File: config.mk
export PLATFORM = sky130hd
export DESIGN_NAME = ecc_point_unit
export DESIGN_NICKNAME = d
export VERILOG_FILES = /design/src/rtl/ecc_point_unit.sv
export SDC_FILE = /design/constraint.sdc
export NUM_CORES = 2
export LEC_CHECK = 0
export ABC_AREA = 1
export BUFFER_PORTS_ARGS = -buffer_cell sky130_fd_sc_hd__buf_2
export CAP_MARGIN = 30
export CORE_ASPECT_RATIO = 2
export CORE_MARGIN = 5
export CORE_UTILIZATION = 35
export CTS_BUF_LIST = sky130_fd_sc_hd__clkbuf_8
export DETAILED_ROUTE_END_ITERATION = 12
export GPL_TIMING_DRIVEN = 0
export PLACE_DENSITY = 0.56
export RECOVER_POWER = 25
export SYNTH_ARGS = -nofsm -noshare
export SYNTH_HDL_FRONTEND = slang
export SYNTH_SLANG_ARGS = --single-unit
File: constraint.sdc
create_clock -name clk -period 2.8 [get_ports clk]
set_input_delay 0.84 -clock clk [delete_from_list [all_inputs] [get_ports clk]]
set_output_delay 0.84 -clock clk [all_outputs]
set_load 0.03 [all_outputs]
File: src/rtl/ecc_point_unit.sv
// Affine point add/double/subtract/negate on y^2 + xy = x^3 + A*x^2 + B over GF(2^M),
// built around one shared bit-serial multiplier; inversion is a^(2^M-2).
module ecc_point_unit #(
  parameter int unsigned    M    = 79,
  parameter logic [M:0]     POLY = 80'h8000_0000_0000_0000_0201,
  parameter logic [M-1:0]   A    = '0
) (
  input  logic         clk,
  input  logic         reset,
  input  logic [1:0]   op,
  input  logic [M-1:0] px,
  input  logic [M-1:0] py,
  input  logic [M-1:0] qx,
  input  logic [M-1:0] qy,
  input  logic         start,
  output logic         busy,
  output logic         done,
  output logic [M-1:0] rx,
  output logic [M-1:0] ry,
  output logic [2:0]   dbg_state
);

  // Handshake: start is sampled only in IDLE; busy rises the cycle after an
  // accepted start and stays high through the one-cycle done pulse; rx/ry are
  // valid from the done cycle and hold until the next done or reset.

  localparam int unsigned CW     = $clog2(M + 1);
  localparam logic [1:0]  OP_ADD = 2'b00;
  localparam logic [1:0]  OP_DBL = 2'b01;
  localparam logic [1:0]  OP_SUB = 2'b10;
  localparam logic [1:0]  OP_NEG = 2'b11;
  localparam logic [M-1:0] ONE   = {{(M-1){1'b0}}, 1'b1};

  typedef enum logic [2:0] {
    S_IDLE = 3'd0,
    S_PREP = 3'd1,
    S_INV  = 3'd2,
    S_LAM  = 3'd3,
    S_X3   = 3'd4,
    S_Y3   = 3'd5,
    S_FIN  = 3'd6
  } state_t;

  state_t         state_q;
  logic [1:0]     op_q;
  logic [M-1:0]   px_q, py_q, qx_q, qy_q;
  logic           dbl_q, phase_q, busy_q, done_q;
  logic [CW-1:0]  exp_q, mul_cnt_q;
  logic [M-1:0]   mul_a_q, mul_b_q, mul_acc_q;
  logic [M-1:0]   d_q, lam_q, x3_q, tmp_q;
  logic [M-1:0]   res_x_q, res_y_q, rx_q, ry_q;

  logic [M-1:0]   mul_d, lam_d, x3_d;
  logic           mul_ld;
  logic [M-1:0]   ld_a, ld_b;
  logic           p_inf, q_inf, same_x, same_y;
  logic           prep_fin, prep_dbl;
  logic [M-1:0]   prep_rx, prep_ry, prep_d;

  assign busy      = busy_q;
  assign done      = done_q;
  assign rx        = rx_q;
  assign ry        = ry_q;
  assign dbg_state = state_q;

  // One MSB-first step: acc = acc*x mod POLY, plus a when the current b bit is set.
  always_comb begin
    mul_d = {mul_acc_q[M-2:0], 1'b0} ^ (mul_acc_q[M-1] ? POLY[M-1:0] : '0)
            ^ (mul_b_q[M-1] ? mul_a_q : '0);
    lam_d = mul_acc_q ^ (dbl_q ? px_q : '0);
    x3_d  = mul_acc_q ^ lam_q ^ A ^ (dbl_q ? '0 : (px_q ^ qx_q));
  end

  // Special-case resolution; qy_q already holds the negated y for subtract.
  always_comb begin
    p_inf    = (px_q == '0) && (py_q == '0);
    q_inf    = (qx_q == '0) && (qy_q == '0);
    same_x   = (px_q == qx_q);
    same_y   = (py_q == qy_q);
    prep_fin = 1'b1;
    prep_dbl = 1'b0;
    prep_rx  = '0;
    prep_ry  = '0;
    prep_d   = px_q;
    if (op_q == OP_NEG) begin
      prep_rx = px_q;
      prep_ry = px_q ^ py_q;
    end else if (op_q == OP_DBL || (!p_inf && !q_inf && same_x && same_y)) begin
      if (px_q != '0) begin
        prep_fin = 1'b0;
        prep_dbl = 1'b1;
      end
    end else if (p_inf) begin
      prep_rx = qx_q;
      prep_ry = qy_q;
    end else if (q_inf) begin
      prep_rx = px_q;
      prep_ry = py_q;
    end else if (!same_x) begin
      prep_fin = 1'b0;
      prep_d   = px_q ^ qx_q;
    end
  end

  // Next multiplier job, issued in the same cycle the previous product is consumed.
  always_comb begin
    mul_ld = 1'b0;
    ld_a   = '0;
    ld_b   = '0;
    if (mul_cnt_q == '0) begin
      case (state_q)
        S_PREP: begin
          mul_ld = !prep_fin;
          ld_a   = prep_d;
          ld_b   = prep_d;
        end
        S_INV: begin
          mul_ld = 1'b1;
          if (phase_q) begin
            ld_a = mul_acc_q;
            ld_b = mul_acc_q;
          end else if (exp_q != '0) begin
            ld_a = mul_acc_q;
            ld_b = d_q;
          end else begin
            ld_a = dbl_q ? py_q : (py_q ^ qy_q);
            ld_b = mul_acc_q;
          end
        end
        S_LAM: begin
          mul_ld = 1'b1;
          ld_a   = lam_d;
          ld_b   = lam_d;
        end
        S_X3: begin
          mul_ld = 1'b1;
          ld_a   = dbl_q ? (lam_q ^ ONE) : lam_q;
          ld_b   = dbl_q ? x3_d : (px_q ^ x3_d);
        end
        S_Y3: begin
          mul_ld = dbl_q && !phase_q;
          ld_a   = px_q;
          ld_b   = px_q;
        end
        default: mul_ld = 1'b0;
      endcase
    end
  end

  always_ff @(posedge clk or negedge reset) begin
    if (!reset) begin
      state_q   <= S_IDLE;
      op_q      <= 2'b00;
      px_q      <= '0;
      py_q      <= '0;
      qx_q      <= '0;
      qy_q      <= '0;
      dbl_q     <= 1'b0;
      phase_q   <= 1'b0;
      busy_q    <= 1'b0;
      done_q    <= 1'b0;
      exp_q     <= '0;
      mul_cnt_q <= '0;
      mul_a_q   <= '0;
      mul_b_q   <= '0;
      mul_acc_q <= '0;
      d_q       <= '0;
      lam_q     <= '0;
      x3_q      <= '0;
      tmp_q     <= '0;
      res_x_q   <= '0;
      res_y_q   <= '0;
      rx_q      <= '0;
      ry_q      <= '0;
    end else if (mul_cnt_q != '0) begin
      mul_acc_q <= mul_d;
      mul_b_q   <= {mul_b_q[M-2:0], 1'b0};
      mul_cnt_q <= mul_cnt_q - CW'(1);
    end else begin
      if (mul_ld) begin
        mul_a_q   <= ld_a;
        mul_b_q   <= ld_b;
        mul_acc_q <= '0;
        mul_cnt_q <= CW'(M);
      end
      case (state_q)
        S_IDLE: begin
          if (start) begin
            op_q    <= op;
            px_q    <= px;
            py_q    <= py;
            qx_q    <= qx;
            qy_q    <= (op == OP_SUB) ? (qx ^ qy) : qy;
            busy_q  <= 1'b1;
            state_q <= S_PREP;
          end
        end
        S_PREP: begin
          if (prep_fin) begin
            res_x_q <= prep_rx;
            res_y_q <= prep_ry;
            state_q <= S_FIN;
          end else begin
            dbl_q   <= prep_dbl;
            d_q     <= prep_d;
            phase_q <= 1'b0;
            exp_q   <= CW'(M - 2);
            state_q <= S_INV;
          end
        end
        // Alternates square / multiply-by-d until M-1 squarings are done.
        S_INV: begin
          if (phase_q) begin
            phase_q <= 1'b0;
          end else if (exp_q != '0) begin
            phase_q <= 1'b1;
            exp_q   <= exp_q - CW'(1);
          end else begin
            state_q <= S_LAM;
          end
        end
        S_LAM: begin
          lam_q   <= lam_d;
          state_q <= S_X3;
        end
        S_X3: begin
          x3_q    <= x3_d;
          phase_q <= 1'b0;
          state_q <= S_Y3;
        end
        S_Y3: begin
          if (!dbl_q) begin
            res_x_q <= x3_q;
            res_y_q <= mul_acc_q ^ x3_q ^ py_q;
            state_q <= S_FIN;
          end else if (!phase_q) begin
            tmp_q   <= mul_acc_q;
            phase_q <= 1'b1;
          end else begin
            res_x_q <= x3_q;
            res_y_q <= mul_acc_q ^ tmp_q;
            state_q <= S_FIN;
          end
        end
        S_FIN: begin
          if (!done_q) begin
            rx_q   <= res_x_q;
            ry_q   <= res_y_q;
            done_q <= 1'b1;
          end else begin
            done_q  <= 1'b0;
            busy_q  <= 1'b0;
            state_q <= S_IDLE;
          end
        end
        default: state_q <= S_IDLE;
      endcase
    end
  end

endmodule

==> results.toml <==
[worst_setup_path]
cp.required_ns = 3.73
critPathKind = "flip-flop to flip-flop"
critPathLaunchType = "flip-flop"
worst_setup_path_end_kind = "flip-flop"
timing.critical_path.buf_inv = 4
slowest_delay_ns = 0.51
critical_path.top_delay_family = "simple AND/OR/NAND/NOR gates"
crit_slowest_cell = "nand4_1"
crit_fanout = 8
worstPathArrival_ns = 4.64
crit_chain = "nor3_4, nand4_1, nor2_4, nand3_2, nor2_4, nor2_4, nand3_4, nand2_4, nand2_4, nand3_4, nand2_8, buf_12, buf_16, buf_12, buf_12, nand3_2, nand2_1"
r2r_setup_slack_ns = -0.90

[timing]
finalMaxSlewViolations = 220
hold_violations = 0
min_period_ns = 3.70
clock_skew_ns = 0.0976
tightest_slew_ns = 1.83
setup_viol = 1169
fin_ws_ns = -0.905
fin_tns_setup_ns = -538.54
relSlewSlack = -0.221
fmax_mhz = 270
holdWs_ns = 0.0332
timing.final.crit_share = 1.32
rsz0062_at_grt = "yes"

[layout]
area_growth_pct = 28.6
multi_input_area_um2 = 41000
nets = 11900
nFillCells = 21900
final_common_cell = "nand2_1"
seq_area_um2 = 30300
final_cell_mix = "3,323 x nand2_1, 1,168 x dfrtp_1, 968 x o21ai_0"
drive_above_1_share = 0.208

[global_route]
grt_pass1_wl_um = 662000
antenna_found_initial = 46
track_usage = 0.428
grt_max_degree = 148
grt_pass1_vias = 82700
globalRoute.totalOverflow = 0

[floorplanning]
start_util = 0.350
die_w_um = 335
die-area_um2 = 222000
num_rows = 239
core_um2 = 211000
die_h_um = 661
io_pins = 484

[run_status]
status = "finished, violations left"
violations = "capacitance limit, slew limit, setup timing"

[hold_path]
holdCritPathClass = "input pin to flip-flop"

[synth]
synth_edf_count = 0
synthArstFlopShare = 1.00
ys_warn_count = 0
ys_seq_area_frac = 0.408
syn_area_um2 = 74100
synth_flop_cell = "dfrtp_1"
synth_seq_cells = 1208
syn_avg_cell_area_um2 = 7.08
synth_fp_nets = 10800
ys_types = 49
synth_cells = 10500

[routing]
wl_per_cell_um = 34.4
dr.pass1.iters = 6
drt_iter0_drc = 9364
vias = 85300
wl_um = 498000
via_per_inst = 5.88
ant_nets = 0
drc = 0

[job]
drv_cap = 1

[place]
place_congestion = 1.05
dp.final_hpwl_um = 377000
numPortBuffers = 483
post-place-ws_ns = -3.30

[clock_tree]
clk_pin_slew_worst_paths_ns = 0.06
clock_latency_ns = 1.07
cts-root-buf = "clkbuf_8"
cts.path.max_buffers = 4
htree_num_levels = 4
numCtsBuffers = 204
cts.sinks = 1208
tritoncts = "yes"

[power_and_ir_drop]
power.total_mw = 117
power_density_nw_per_um2 = 1230
ir_drop_mv = 0.550
p_leak_nw = 44.5
-- worst paths after layout --
kind,from,endpoint,cells after the start
max,py_q[41],res_y_q[69],17
min,qx[65],qx_q[65],3
max reg2reg,py_q[41],res_y_q[69],17
min reg2reg,mul_a_q[10],mul_a_q[10],2
max in group asynchronous,reset,qy_q[63],3
min in group asynchronous,reset,py_q[38],2
-- cell families (layout without fill, tap and decap cells) --
group	Yosys count	count (layout)	synth area share
fa+ha+maj	2	2	0.000338
mux	159	159	0.0242
simple gates	5248	5252	0.288
compound gates	1825	1825	0.134
flops	1208	1208	0.408
xor+xnor	556	556	0.0657
buf+inv	1461	2697	0.0797
other cells	0	35	0
-- state kept, by name (all words and copies together) (netlist names), 2 cells and up --
signal,flops
lam_q,79
py_q,79
mul_a_q,79
px_q,79
res_x_q,79
mul_cnt_q,7
mul_acc_q,79
d_q,79
ry,79
op_q,2
qx_q,79
res_y_q,79
dbg_state,3
qy_q,79
rx,79
exp_q,7
tmp_q,79
mul_b_q,79
x3_q,79
-- metrics by stage --
step                 util  area [um2]  instances
floorplan               -       74100      10500
global placement    0.378       80000      13700
detailed placement  0.388       82100      13800
CTS                 0.435       92000      14400
global route        0.450       95200      14500
finish              0.451       95200      14500
-- synthesized netlist by cell type (80+ instances only) --
| cell type | number | area share |
|---|---|---|
| a21oi_1 | 481 | 0.032 |
| mux2_2 | 159 | 0.024 |
| inv_2 | 101 | 0.0051 |
| nor2_1 | 664 | 0.034 |
| o211ai_1 | 114 | 0.012 |
| buf_2 | 115 | 0.0078 |
| nand2_1 | 3613 | 0.18 |
| inv_1 | 645 | 0.033 |
| buf_1 | 80 | 0.0041 |
| xor2_1 | 272 | 0.032 |
| nand4_1 | 198 | 0.017 |
| clkbuf_1 | 458 | 0.023 |
| nor3_1 | 82 | 0.0055 |
| xnor2_1 | 284 | 0.034 |
| dfrtp_1 | 1208 | 0.41 |
| nand3_1 | 636 | 0.043 |
| o21ai_0 | 989 | 0.067 |
-- layer usage --
layer	global-route usage	up-vias	wire [um]
li1	-	36000	-
met3	0.0890	2242	41100
met2	0.695	5722	229000
met1	0.440	41300	159000
met5	0	-	73
met4	0.457	10	68900
-- layout make-up --
| cell class | instances | share of cell area |
|---|---|---|
| Antenna cell | 35 | 0.000920 |
| Buffer | 697 | 0.0505 |
| Clock buffer | 264 | 0.0381 |
| Clock inverter | 98 | 0.00847 |
| Inverter | 752 | 0.0304 |
| Multi-Input combinational cell | 7794 | 0.430 |
| Sequential cell | 1208 | 0.318 |
| Tap cell | 2771 | 0.0364 |
| Timing Repair Buffer | 886 | 0.0871 |
-- timing repair --
item,4_1_cts,5_1_grt
hold endpoints to repair,114,90
resized for setup,932,644
cloned,26,31
setup endpoints to repair,1304,1344
hold buffers,77,2
pin swaps,91,151
buffers inserted,96,71
-- tightest hold or removal path: cells and delay by family --
kind	cells	cell delay, ns
compound gates	1	0.05
buf+inv	1	0.09
simple gates	1	0.04
-- power by group --
part           switching, mW  internal (mW)  total (mW)  leakage, nW
Clock                   8.78           9.73        18.5         2.47
Combinational           48.8           19.7        68.4         26.9
Sequential              6.83           23.5        30.3         15.2
Total                   64.4           52.9         117         44.5
No activity file was read; power rests on OpenSTA's default activity.
